--- src/rtl/bram_sd_pkg.sv ---
// Shared types and constants for the backup-RAM SD sequencer.
// FSM states, format header table and slot geometry.
package bram_sd_pkg;

  typedef enum logic [1:0] {
    IDLE,
    REQ,
    XFER,
    FORMAT
  } state_t;

  localparam int FMT_WORDS    = 4;
  localparam int SEC_PER_SLOT = 16;

  // Default save header written by "Format Save", word-addressed from 0.
  localparam logic [15:0] FMT_TABLE [FMT_WORDS] = '{
    16'h5548,
    16'h4D42,
    16'h8800,
    16'h8010
  };

endpackage

--- src/rtl/bram_sd_edge.sv ---
// Rising-edge detector with one registered stage.
// Reset loads the current level so a held level never fires.
module bram_sd_edge (
  input  logic clk,
  input  logic reset_n,
  input  logic lvl,
  output logic rise
);

  logic prev;

  // Track the previous level; reset captures the live level.
  always_ff @(posedge clk) begin
    prev <= lvl;
  end

  assign rise = lvl & ~prev & reset_n;

endmodule

--- src/rtl/bram_sd_sequencer.sv ---
// BRAM host-port controller: SD sector load/save, format writer, port-B mux.
// Optional watchdog enabled with `define BRAM_SD_TIMEOUT_EN.
import bram_sd_pkg::*;

module bram_sd_sequencer #(
  parameter int          SLOT_W  = 2,
  parameter int          SEC_W   = 4,
  parameter int          ADDR_W  = 12,
  parameter logic [23:0] TIMEOUT = 24'd5_000_000
) (
  input  logic              clk_sys,
  input  logic              reset_n,
  input  logic              bk_ena,
  input  logic              load_req,
  input  logic              save_req,
  input  logic              format_req,
  input  logic [SLOT_W-1:0] slot,
  output logic [31:0]       sd_lba,
  output logic              sd_rd,
  output logic              sd_wr,
  input  logic              sd_ack,
  input  logic [7:0]        sd_buff_addr,
  input  logic [15:0]       sd_buff_dout,
  input  logic              sd_buff_wr,
  output logic [ADDR_W-1:0] bram_b_addr,
  output logic [15:0]       bram_b_data,
  output logic              bram_b_we,
  output logic              busy,
  output logic              loading,
  output logic              err
);

  logic   load_rise;
  logic   save_rise;
  logic   fmt_rise;
  state_t state;
  logic   [1:0] fmt_cnt;
  logic   ack_q;
  logic   accept;
  logic   ack_fall;
  logic   lba_last;
  logic   [31:0] lba_base;

  bram_sd_edge u_load_edge (
    .clk     (clk_sys),
    .reset_n (reset_n),
    .lvl     (load_req),
    .rise    (load_rise)
  );

  bram_sd_edge u_save_edge (
    .clk     (clk_sys),
    .reset_n (reset_n),
    .lvl     (save_req),
    .rise    (save_rise)
  );

  bram_sd_edge u_fmt_edge (
    .clk     (clk_sys),
    .reset_n (reset_n),
    .lvl     (format_req),
    .rise    (fmt_rise)
  );

  assign accept   = (state == IDLE) & bk_ena & (load_rise | save_rise);
  assign ack_fall = ack_q & ~sd_ack;
  assign lba_last = sd_lba[SEC_W-1:0] == SEC_W'(SEC_PER_SLOT - 1);
  assign lba_base = {{(32-SLOT_W-SEC_W){1'b0}}, slot, {SEC_W{1'b0}}};

`ifdef BRAM_SD_TIMEOUT_EN
  logic [23:0] wdog;
  logic        ack_edge;
  assign ack_edge = ack_q ^ sd_ack;
`else
  logic unused_timeout;
  assign unused_timeout = ^TIMEOUT;
  assign err = 1'b0;
`endif

  // Sequencer FSM; all handshake and status outputs are registered.
  always_ff @(posedge clk_sys) begin
    if (!reset_n) begin
      state   <= IDLE;
      fmt_cnt <= '0;
      ack_q   <= 1'b0;
      sd_lba  <= '0;
      sd_rd   <= 1'b0;
      sd_wr   <= 1'b0;
      busy    <= 1'b0;
      loading <= 1'b0;
`ifdef BRAM_SD_TIMEOUT_EN
      wdog    <= '0;
      err     <= 1'b0;
`endif
    end else begin
      ack_q <= sd_ack;
      unique case (state)
        IDLE: begin
          if (accept) begin
            state   <= REQ;
            sd_lba  <= lba_base;
            loading <= load_rise;
            sd_rd   <= load_rise;
            sd_wr   <= ~load_rise;
            busy    <= 1'b1;
          end else if (fmt_rise) begin
            state   <= FORMAT;
            fmt_cnt <= '0;
            busy    <= 1'b1;
          end
        end
        REQ: begin
          if (sd_ack) begin
            sd_rd <= 1'b0;
            sd_wr <= 1'b0;
            state <= XFER;
          end
        end
        XFER: begin
          if (ack_fall) begin
            if (lba_last) begin
              state   <= IDLE;
              loading <= 1'b0;
              busy    <= 1'b0;
            end else begin
              sd_lba[SEC_W-1:0] <= sd_lba[SEC_W-1:0] + 1'b1;
              sd_rd <= loading;
              sd_wr <= ~loading;
              state <= REQ;
            end
          end
        end
        FORMAT: begin
          fmt_cnt <= fmt_cnt + 1'b1;
          if (fmt_cnt == 2'(FMT_WORDS - 1)) begin
            state <= IDLE;
            busy  <= 1'b0;
          end
        end
        default: state <= IDLE;
      endcase
`ifdef BRAM_SD_TIMEOUT_EN
      if (accept) begin
        err <= 1'b0;
      end
      if (state == REQ || state == XFER) begin
        if (ack_edge) begin
          wdog <= '0;
        end else if (wdog == TIMEOUT - 24'd1) begin
          wdog    <= '0;
          state   <= IDLE;
          sd_rd   <= 1'b0;
          sd_wr   <= 1'b0;
          loading <= 1'b0;
          busy    <= 1'b0;
          err     <= 1'b1;
        end else begin
          wdog <= wdog + 24'd1;
        end
      end else begin
        wdog <= '0;
      end
`endif
    end
  end

  // Port-B mux: format writer owns the port, else the SD buffer path.
  always_comb begin
    bram_b_addr = ADDR_W'({sd_lba[SEC_W-1:0], sd_buff_addr});
    bram_b_data = sd_buff_dout;
    bram_b_we   = sd_buff_wr & sd_ack & loading;
    if (state == FORMAT) begin
      bram_b_addr = ADDR_W'(fmt_cnt);
      bram_b_data = FMT_TABLE[fmt_cnt];
      bram_b_we   = 1'b1;
    end
  end

endmodule

--- config.mk ---
export PLATFORM = sky130hd
export DESIGN_NAME = bram_sd_sequencer
export DESIGN_NICKNAME = d
export VERILOG_FILES = /design/src/rtl/bram_sd_pkg.sv /design/src/rtl/bram_sd_edge.sv /design/src/rtl/bram_sd_sequencer.sv
export SDC_FILE = /design/constraint.sdc
export NUM_CORES = 1
export LEC_CHECK = 0
export ABC_AREA = 1
export ABC_CLOCK_PERIOD_IN_PS = 1500
export CORE_ASPECT_RATIO = 0.8
export CORE_UTILIZATION = 33
export DETAILED_ROUTE_END_ITERATION = 16
export HOLD_SLACK_MARGIN = 0.15
export PLACE_DENSITY = 0.78
export SKIP_CTS_REPAIR_TIMING = 1
export SYNTH_ARGS = -nofsm -noshare
export SYNTH_HDL_FRONTEND = slang
export SYNTH_HIERARCHICAL = 1
export SYNTH_SLANG_ARGS = --single-unit
export TNS_END_PERCENT = 5
--- constraint.sdc ---
create_clock -name clk_sys -period 1.5 [get_ports clk_sys]
set_input_delay 0.45 -clock clk_sys [delete_from_list [all_inputs] [get_ports clk_sys]]
set_output_delay 0.45 -clock clk_sys [all_outputs]
set_load 0.02 [all_outputs]
==> results.tsv <==
stage	metric	value	unit
outcome	status	complete, but fails checks	
outcome	failing checks	setup timing	
sta	max frequency	0.562	GHz
detailed_routing	DR iter-0 viols	58	
flow_run	Max-cap violations	0	
detailed_routing	vias	1677	
detailed_routing	drt via density	4.08	
pwr	Leakage	1.53	nW
synthesis	sequential area share after synthesis	0.238	
critical_path	max incr delay on CP	0.36	ns
synthesis	Post-Synth Adder-Cell Area	0.0828	
critical_path	CP cell instances	ha_4 > inv_2 > or2_1 > o21a_1 > buf_2	
worst_hold_path	Hold Path Class	register to register	
finish	fin util	0.594	
clocking	total CTS buffers	3	
detailed_routing	first drt pass iteration count	4	
critical_path	r2r setup slk	-0.09	ns
critical_path	CP arrival	1.33	ns
critical_path	R2R depth	12	
synthesis	Mapped Cells	249	
finish	Area Overhead vs Synth	68.2	%
sta	minimum clock period	1.78	ns
critical_path	critical path launch point type	register	
pwr	power per cell area	1280	nW/µm²
die	core area	4280	µm²
sta	clock skew	0.00137	ns
synthesis	xor/xnor share of the synthesized area	0	
sta	period utilisation layout	1.19	
placement	worst slack, placed	-0.618	ns
critical_path	FF-to-FF End	sd_rd	
global_routing	GRT Overall Usage	0.155	
synthesis	compound-cell area share of the yosys netlist	0.0621	
critical_path	slowest CP cell	dfxtp_2	
synthesis	Syn Area/Cell	6.07	µm²
detailed_routing	number of remaining DRC errors	0	
detailed_routing	Post-Route WL	3.94	mm
clocking	Clock Tree Buf Depth	2	
synthesis	largest family of logic cells by synthesized area	simple AND/OR/NAND/NOR gates	
detailed_routing	Antenna Violating Nets Remaining	0	
finish	fillcell total	432	
synthesis	multiplexer share of the synthesized area	0	
clocking	Num Clock Sinks	18	
die	io pins	100	
critical_path	Worst R2R Start	state[1]	
critical_path	Crit. End Element	output pin	
critical_path	CP Max Fanout	3	
critical_path	launch point of the critical path	state[1]	
finish	diodes inserted	0	
clocking	Clock Latency Late Sink	0.25	ns
critical_path	Worst Path Required	1.05	ns
finish	Top Registers	sd_lba (6), fmt_cnt (2), state (2)	
synthesis	post-synth top area share	0.238	
synthesis	synth warn	6	
die	Die Ht	62.5	µm
global_routing	first-pass GRT wire length	6.24	mm
synthesis	Synth area leader	dfxtp_1	
detailed_routing	Wirelength per Cell	9.59	µm
clocking	clock slew at reported path FFs	0.07	ns
clocking	H-tree levels	1	
global_routing	largest net degree at the start of global routing	23	
sta	RSZ-0062 raised after global routing	yes	
synthesis	dominant cells by area after synthesis	dfxtp_1 (24%), nand2_1 (17%), buf_4 (14%)	
critical_path	CP top delay family	flip-flops	
placement	I/O Buffers	72	
finish	Layout Nets	399	
die	die area	4860	µm²
synthesis	post-synthesis simple-gate area fraction	0.373	
sta	Slew Limit Fails	0	
finish	Reg with most FFs	sd_lba	
clocking	root buffer cell	clkbuf_8	
pwr	Max VDD drop	563	µV
critical_path	CP Buf/Inv Count	2	
critical_path	Setup CP Type	register to output pin	
placement	GP Congestion	0.821	
die	die width	77.7	µm
global_routing	initial antenna violation count	0	
global_routing	total global routing overflow	0	
sta	Hold Fails Final Rpt	0	
synthesis	post-synthesis cell area	1510	µm²
clocking	CTS tree	done	
critical_path	worst setup path end	bram_b_data[4]	
critical_path	Critical Path Stages	5	
placement	DP HPWL	3.13	mm
sta	Final setup violation count	40	
sta	setup ws final	-0.278	ns
die	Initial Util	0.353	
synthesis	Yosys reg bits	18	
finish	ratio of cells with drive above 1 in the final layout	0.282	
finish	max reg flops	6	
synthesis	Netlist cell types	23	
die	floorplan row count	21	
global_routing	via count of the first global-routing pass	1487	
-- logic make-up after synthesis --
| family | Yosys count |
|---|---|
| other | 1 |
| buffers and inverters | 69 |
| AO/OA/AOI/OAI | 17 |
| AND/OR/NAND/NOR | 134 |
| adder cells (fa/ha/maj) | 10 |
| flip-flops | 18 |
-- worst reg2reg max path, cell delays in order (launching register included) --
cell,delay [ns]
dfxtp_2,0.36
buf_4,0.12
inv_1,0.05
buf_4,0.13
ha_1,0.17
inv_1,0.07
nor2_1,0.04
a21oi_1,0.15
nand2_1,0.13
nor2_4,0.13
nand2_1,0.06
nand2_1,0.05
nor2_1,0.03
-- Yosys cell counts (all sizes together) --
master / count
nor2: 46
o21a: 2
o21ai: 11
or2: 1
nand2: 73
inv: 37
a21oi: 4
ha: 10
clkbuf: 4
nand3: 7
dfxtp: 18
buf: 28
nor3: 3
conb: 1
nand4: 3
nand3b: 1
-- report_power, final --
group	switching [mW]	total [mW]	internal (mW)
clock network	0.169	0.403	0.233
registers	0.0655	0.654	0.588
logic	1.21	2.19	0.983
-- worst min-delay path by stage --
stage | start | end | slack, ns | cells after the start
after floorplan | format_req | u_fmt_edge/prev | 0.48 | 0
after global placement | busy | busy | 0.47 | 2
after detailed placement | sd_rd | sd_rd | 0.48 | 2
after CTS | busy | busy | 0.49 | 2
after global routing | fmt_cnt[1] | fmt_cnt[1] | 0.52 | 2
final | busy | busy | 0.48 | 2
-- cells in the final DEF, fill, tap and decap left out, types with 5 or more instances in the layout --
cell,instances
nand2_1,68
buf_4,56
inv_1,33
nor2_1,33
clkdlybuf4s50_1,32
conb_1,27
dfxtp_1,15
nor2_2,11
dlymetal6s2s_1,11
nand3_1,7
ha_1,7
o21ai_0,5
-- metal layers --
layer	wire [µm]	GRT usage	up-vias
met1	1720	0.179	715
met4	9	0.0283	0
met3	318	0.0365	2
li1	-	-	901
met5	0	0	-
met2	1900	0.290	59
-- through the flow --
| step | std cells | hold WS [ns] | setup TNS, ns | cell area [µm²] | total power [mW] |
|---|---|---|---|---|---|
| final | 411 | 0.484 | -5.00 | 2540 | 3.25 |
| after global routing | 411 | 0.519 | -8.06 | 2540 | 3.55 |
| after CTS | 411 | 0.492 | -24.46 | 2520 | 3.23 |
| after detailed placement | 407 | 0.480 | -21.52 | 2460 | 2.81 |
| after global placement | 407 | 0.466 | -21.35 | 2460 | 2.77 |
| after floorplan | 275 | 0.478 | -2.06 | 1610 | 1.93 |
-- final cells by class --
cell class | instances | area (µm²) | share of cell area
Clock buffer | 4 | 55.1 | 0.0217
Timing Repair Buffer | 107 | 973 | 0.383
Inverter | 37 | 139 | 0.0546
Multi-Input combinational cell | 188 | 940 | 0.370
Sequential cell | 18 | 364 | 0.143
Tap cell | 57 | 71.3 | 0.0281
(Power assumes the default switching activity.)
